[config.mk]
export PLATFORM = sky130hd
export DESIGN_NAME = uart_tx_fifo
export DESIGN_NICKNAME = d
export VERILOG_FILES = /design/src/rtl/uart_tx_fifo.sv
export SDC_FILE = /design/constraint.sdc
export NUM_CORES = 1
export LEC_CHECK = 0
export BUFFER_PORTS_ARGS = -buffer_cell sky130_fd_sc_hd__buf_2
export CAP_MARGIN = 20
export CORE_MARGIN = 1.5
export CORE_UTILIZATION = 52
export DETAILED_ROUTE_END_ITERATION = 8
export PLACE_DENSITY = 0.78
export SLEW_MARGIN = 10
export SYNTH_ARGS = -nofsm -noshare
export SYNTH_HDL_FRONTEND = slang
export SYNTH_SLANG_ARGS = --single-unit
[constraint.sdc]
create_clock -name clk -period 3.39 [get_ports clk]
set_input_delay 0.1695 -clock clk [delete_from_list [all_inputs] [get_ports clk]]
set_output_delay 0.1695 -clock clk [all_outputs]
set_load 0.03 [all_outputs]
[src/rtl/uart_tx_fifo.sv]
// Byte FIFO feeding the uart peripheral: software pushes through a small register
// window and a drain FSM polls UART STATUS.busy and writes each byte to TXDATA.
module uart_tx_fifo #(
  parameter int DEPTH = 16,
  parameter int AW    = 4
) (
  input  logic        clk,
  input  logic        rst,
  input  logic        we_i,
  input  logic [31:0] addr_i,
  input  logic [31:0] data_i,
  output logic [31:0] data_o,
  output logic        uart_we_o,
  output logic [31:0] uart_addr_o,
  output logic [31:0] uart_data_o,
  input  logic [31:0] uart_data_i
);

  typedef enum logic [1:0] {POLL, WRITE, CHECK} state_e;

  localparam logic [AW:0] DEPTH_C = (AW+1)'(DEPTH);

  state_e        state_q;
  logic          drain_en_q, drain_en_d;
  logic          overflow_q, overflow_d;
  logic [AW-1:0] wr_ptr_q, wr_ptr_d;
  logic [AW-1:0] rd_ptr_q, rd_ptr_d;
  logic [AW:0]   count_q, count_d;
  logic [7:0]    mem_q [DEPTH];
  logic          uart_we_q;
  logic [31:0]   uart_addr_q, uart_data_q;

  logic       sel_ctrl, sel_status, push_req, flush, push_ok, pop, full, empty;
  logic       uart_busy;
  logic [7:0] reg_addr;
  logic       unused_bits;

  assign reg_addr    = addr_i[7:0];
  assign unused_bits = ^{addr_i[31:8], data_i[31:8], uart_data_i[31:1]};
  assign uart_busy   = uart_data_i[0];

  assign sel_ctrl   = we_i && (reg_addr == 8'h00);
  assign sel_status = we_i && (reg_addr == 8'h04);
  assign push_req   = we_i && (reg_addr == 8'h08);
  assign flush      = sel_ctrl && data_i[1];

  assign full  = (count_q == DEPTH_C);
  assign empty = (count_q == '0);

  // Flush wins over both sides of the FIFO in the same cycle.
  assign push_ok = push_req && !full && !flush;
  assign pop     = (state_q == CHECK) && uart_busy && !flush && !empty;

  always_comb begin
    drain_en_d = drain_en_q;
    overflow_d = overflow_q;
    wr_ptr_d   = wr_ptr_q;
    rd_ptr_d   = rd_ptr_q;
    count_d    = count_q;
    if (sel_ctrl)
      drain_en_d = data_i[0];
    if (sel_status && data_i[2])
      overflow_d = 1'b0;
    if (push_req && full && !flush)
      overflow_d = 1'b1;
    if (push_ok)
      wr_ptr_d = wr_ptr_q + 1'b1;
    if (pop)
      rd_ptr_d = rd_ptr_q + 1'b1;
    case ({push_ok, pop})
      2'b10:   count_d = count_q + 1'b1;
      2'b01:   count_d = count_q - 1'b1;
      default: count_d = count_q;
    endcase
    if (flush) begin
      wr_ptr_d = '0;
      rd_ptr_d = '0;
      count_d  = '0;
    end
  end

  always_ff @(posedge clk) begin
    if (!rst) begin
      drain_en_q <= 1'b0;
      overflow_q <= 1'b0;
      wr_ptr_q   <= '0;
      rd_ptr_q   <= '0;
      count_q    <= '0;
    end else begin
      drain_en_q <= drain_en_d;
      overflow_q <= overflow_d;
      wr_ptr_q   <= wr_ptr_d;
      rd_ptr_q   <= rd_ptr_d;
      count_q    <= count_d;
    end
  end

  always_ff @(posedge clk) begin
    if (push_ok)
      mem_q[wr_ptr_q] <= data_i[7:0];
  end

  // Outputs are loaded with the value belonging to the state being entered.
  always_ff @(posedge clk) begin
    if (!rst) begin
      state_q     <= POLL;
      uart_we_q   <= 1'b0;
      uart_addr_q <= 32'h4;
      uart_data_q <= 32'h0;
    end else begin
      case (state_q)
        POLL: begin
          if (drain_en_q && !empty && !uart_busy && !flush) begin
            state_q     <= WRITE;
            uart_we_q   <= 1'b1;
            uart_addr_q <= 32'hC;
            uart_data_q <= {24'h0, mem_q[rd_ptr_q]};
          end
        end
        WRITE: begin
          state_q     <= flush ? POLL : CHECK;
          uart_we_q   <= 1'b0;
          uart_addr_q <= 32'h4;
          uart_data_q <= 32'h0;
        end
        CHECK: begin
          state_q     <= POLL;
          uart_we_q   <= 1'b0;
          uart_addr_q <= 32'h4;
          uart_data_q <= 32'h0;
        end
        default: begin
          state_q     <= POLL;
          uart_we_q   <= 1'b0;
          uart_addr_q <= 32'h4;
          uart_data_q <= 32'h0;
        end
      endcase
    end
  end

  assign uart_we_o   = uart_we_q;
  assign uart_addr_o = uart_addr_q;
  assign uart_data_o = uart_data_q;

  always_comb begin
    data_o = 32'h0;
    if (rst) begin
      case (reg_addr)
        8'h00: data_o[0] = drain_en_q;
        8'h04: begin
          data_o[0]      = full;
          data_o[1]      = empty;
          data_o[2]      = overflow_q;
          data_o[8+AW:8] = count_q;
        end
        default: data_o = 32'h0;
      endcase
    end
  end

endmodule

# After elaboration in Yosys (flattened, before gate mapping)
# Memories as Yosys holds them, arrays and structs flattened. A register that Yosys moved wholly into a read port is not among the register bits.
# Cells that the tools add are included.
# word_totals
reg_bits	18
ram_bits	128
in_bits	99
elab_cells	60
memories	1
# mem_list
memory	words	width	rd	rd_clocked_by_memory_dff	wr	line	text
mem_q	16	8	1	1	1	29	logic [7:0] mem_q [DEPTH];
# op_classes
n_addsub	4
n_eq_ne	8
n_mux	12
bitwise_logic	1
reduce_logical	27
# ops
cell	count
1-bit logical AND	15
13-bit 2-to-1 mux	1
5-bit one-hot mux with 2 select lines	1
4-bit by 1-bit adder with 4-bit output (second input constant)	2
8-bit by 3-bit == test with 1-bit output (second input constant)	1
8-bit by 4-bit == test with 1-bit output (second input constant)	1
8-bit zero test	1
2-bit 2-to-1 mux	3
5-bit by 1-bit adder with 5-bit output (second input constant)	1
5-bit == test (second input constant)	1
1-bit zero test	5
5-bit zero test	1
5-bit 2-to-1 mux	1
5-bit by 1-bit subtractor with 5-bit output (second input constant)	1
2-bit by 1-bit == test with 1-bit output (second input constant)	2
2-bit == test (second input constant)	2
1-bit 2-to-1 mux	4
2-bit one-hot mux with 2 select lines	1
2-bit nonzero test	2
2-bit zero test	1
2-bit != test (second input constant)	1
1-bit one-hot mux with 2 select lines	1
2-bit AND reduction	1
2-bit OR reduction	1
1-bit inverter	1

# Depth between registers and ports, before layout
# depth
depth_word	8
depth_mapped	13
depth_no_buf	12

# Worst setup path after synthesis
# Ideal clock, no wire load.
# synth_path
path_kind	register to register
start	register count_q[0]
end	register count_q[4]
setup_time_ps	70
t_arrival_ps	2881
setup_slack_ps	439
stages_incl_launch_ff	14
n_path_buf	1
synth_period_minus_slack_ps	2951
path_cell_list	dfxtp_1 -> nor4_1 -> a21boi_0 -> and2_1 -> buf_2 -> inv_1 -> ha_1 -> inv_1 -> fa_1 -> nor2b_1 -> o21ai_0 -> and3_1 -> or4_1 -> a21oi_1
# synth_between
elab_chain_len	6
word_cells_on_any_way	13
cone_classes	add/sub (2); eq/ne (3); mux (1); reduce/logical (7)
# synth_rtl
element	line	text
start: declaration	28	logic [AW:0] count_q, count_d;
start signal: assignment	94	count_q <= count_d;
5-bit == test	47	assign full = (count_q == DEPTH_C);
1-bit zero test	51	assign push_ok = push_req && !full && !flush;
1-bit logical AND (2 in series)	51	
2-bit by 1-bit == test with 1-bit output or 2-bit == test (tied branches)	70	case ({push_ok, pop})
5-bit one-hot mux with 2 select lines or 2-bit nonzero test (tied branches)	n/a	
# Parallel ways exist; a longest one is shown, timed or not.
# A chain may end at the register's enable or synchronous reset.

# Worst setup path after layout
# Same ends and word-level chain as after synthesis.

==> impl_metrics.json <==
{
  "core-area_sq_um": 12700,
  "synthCells": 450,
  "ant_nets": 0,
  "swShare": 0.206,
  "portBuffers": 37,
  "slew_violations": 0,
  "power.net_switching_mw": 0.830,
  "period_share": 0.881,
  "max_freq_mhz": 335,
  "die_area_sq_um": 13800,
  "ys_seq_area_frac": 0.639,
  "grt_start_max_net_pins": 25,
  "dieWidth_um": 118,
  "path_common_cell": "inv_1",
  "critPathArrivalTime_ns": 3.33,
  "min_period_ns": 2.99,
  "slew_headroom": 0.386,
  "io_pins": 196,
  "clock_sinks": 154,
  "synth_ff_type": "edfxtp_1",
  "wl_um": 12300,
  "crit_path_start_kind": "register",
  "drive_gt1_frac": 0.232,
  "rows": 41,
  "hp-class": "primary input to register",
  "multi_input_area_sq_um": 2040,
  "critical_path_required_ns": 3.73,
  "cts_buffers": 17,
  "p_clk_frac": 0.451,
  "clock_latency_ns": 0.42,
  "stdcell_area_sq_um": 7580,
  "worst_path_dominant_cell_family": "simple AND/OR/NAND/NOR gates",
  "internal_power_mw": 3.20,
  "post-dp-hpwl_um": 8000,
  "wl_per_cell_um": 17.8,
  "avgViaCountPerCell": 5.21,
  "hold_buffers": 0,
  "drc": 0,
  "start_util": 0.537,
  "syn_to_final_growth_pct": 10.9,
  "vias": 3598,
  "grt_pass1_wl_um": 19500,
  "finalHoldViolCount": 0,
  "leakage_nw": 2.72,
  "vdd_ir_drop_max_mv": 0.356,
  "power_frac_seq": 0.508,
  "nets": 614,
  "cts-root-buf": "clkbuf_16",
  "critical_path_buf_inv_count": 2,
  "crit_type": "register to register",
  "grt.overflow.total": 0,
  "cts_tree": "built",
  "clock_skew_ns": 0.00904,
  "final-seq-area_sq_um": 4370,
  "finalNonFillerCells": 690,
  "async_flop_share": 0,
  "worst_pin_slew_ns": 0.918,
  "cts.repair.resized": 0,
  "crit_fanout": 5,
  "tns_ns": 0,
  "final_common_cell": "edfxtp_1",
  "comb_power_share": 0.041,
  "p_per_area_nw_per_um2": 532,
  "drt_iter0_markers": 306,
  "clk_path_buf_depth": 2,
  "critPathSlowestCell": "or4_1",
  "synth_seq_cells": 154,
  "mostFrequentLayoutCells": "128 x edfxtp_1, 79 x conb_1, 37 x buf_2, 32 x mux4_2, 31 x nor2_1",
  "max_stage_delay_ns": 0.39,
  "diodes": 0,
  "crit_chain": "nor4_1 > a21boi_0 > and2_1 > inv_1 > ha_1 > inv_1 > fa_1 > nor2b_1 > o21ai_0 > and3_1 > or4_1 > a21oi_1",
  "rsz0062_at_grt": "no",
  "avgSynthCellArea_sq_um": 15.2,
  "syn_area_sq_um": 6830,
  "synth.distinct_cells": 41,
  "placed_cells": 658,
  "postCtsSetupBuffers": 0,
  "dpl-instance-area_sq_um": 7010,
  "grt_pass1_vias": 3664,
  "cap_violations": 0,
  "status": "finished clean",
  "grt.total_usage": 0.191,
  "yosys_warnings": 0,
  "gp_congestion": 0.790,
  "dieHeight_um": 118,
  "dr.pass1.iters": 4,
  "fill_cells": 941,
  "end_kind": "register",
  "antenna_found_initial": 0,
  "clk_pin_slew_ns": 0.06,
  "synth_edf_count": 128,
  "setup_viol": 0,
  "ctsHtreeMaxLevel": 4
}
[final timing paths]
kind                            startpoint          to  slack (ns)  cells past startpoint
worst max-delay path            count_q[0]  count_q[4]        0.40                     12
worst min-delay path                   rst  drain_en_q        0.07                      2
worst max register to register  count_q[0]  count_q[4]        0.40                     12
worst min register to register  state_q[1]  state_q[1]        0.47                      1
[metal layers]
layer  global-route usage  wire (um)  vias up
li1                     -          -     1631
met3               0.0572        732       26
met4               0.0686        265        0
met2                0.318       6120      164
met1                0.239       5150     1777
met5                    0          0        -
[cells by family after synthesis]
group / share of synthesized area
mux: 0.111
simple gates: 0.0751
compound gates: 0.0397
xor+xnor: 0.0103
flops: 0.639
other cells: 0.00110
buf+inv: 0.104
fa+ha+maj: 0.0194
[through the flow]
stage / worst slack [ns] / utilization / total power, mW / hold WS, ns
floorplan: 0.439 / - / 2.28 / 0.268
global placement: 0.386 / 0.551 / 2.25 / 0.436
detailed placement: 0.328 / 0.551 / 2.25 / 0.448
CTS: 0.412 / 0.596 / 4.05 / 0.0385
global route: 0.0685 / 0.596 / 4.14 / 0.0557
finish: 0.402 / 0.596 / 4.03 / 0.0685
[area by class of cell]
| type | count | area share |
|---|---|---|
| Multi-Input combinational cell | 267 | 0.270 |
| Tap cell | 172 | 0.0284 |
| Sequential cell | 154 | 0.576 |
| Clock buffer | 21 | 0.0581 |
| Clock inverter | 11 | 0.0168 |
| Timing Repair Buffer | 56 | 0.0465 |
| Inverter | 9 | 0.00446 |
[power groups by stage]
| stage | clock, mW | combinational (mW) | sequential, mW |
|---|---|---|---|
| after floorplan | 0 | 0.195 | 2.09 |
| after global placement | 0 | 0.160 | 2.09 |
| after detailed placement | 0 | 0.164 | 2.09 |
| after CTS | 1.84 | 0.164 | 2.05 |
| after global routing | 1.92 | 0.175 | 2.05 |
| final | 1.82 | 0.166 | 2.05 |
[cells in the mapped netlist, types with 2 or more instances]
master / number / area share
dfxtp_1: 26 / 0.076
mux4_2: 32 / 0.11
nand3b_1: 2 / 0.0022
a21o_1: 2 / 0.0022
inv_1: 9 / 0.0049
a22oi_1: 16 / 0.018
or2_2: 2 / 0.0018
xnor2_1: 4 / 0.0051
nand2b_1: 5 / 0.0046
and3_1: 4 / 0.0037
nand3_1: 3 / 0.0022
clkbuf_1: 5 / 0.0027
xor2_1: 4 / 0.0051
nor2_1: 31 / 0.017
a21oi_1: 7 / 0.0051
nor3_1: 7 / 0.0051
nor2b_1: 6 / 0.0055
ha_1: 9 / 0.016
or4_1: 2 / 0.0022
buf_2: 6 / 0.0044
and2_1: 9 / 0.0082
buf_1: 5 / 0.0027
buf_4: 80 / 0.088
nand2_1: 15 / 0.0082
edfxtp_1: 128 / 0.56
a22o_1: 8 / 0.010
conb_1: 2 / 0.0011
mux2i_1: 4 / 0.0059
nor4_1: 2 / 0.0018
nor3b_1: 4 / 0.0044
[flip-flops by register name, indices dropped and copies added, names as in the netlist]
signal       flops
count_q          5
drain_en_q       1
mem_q          128
overflow_q       1
rd_ptr_q         4
state_q          2
uart_data_o      8
uart_we_o        1
wr_ptr_q         4
Note: power is estimated with default switching activity, not from simulation.
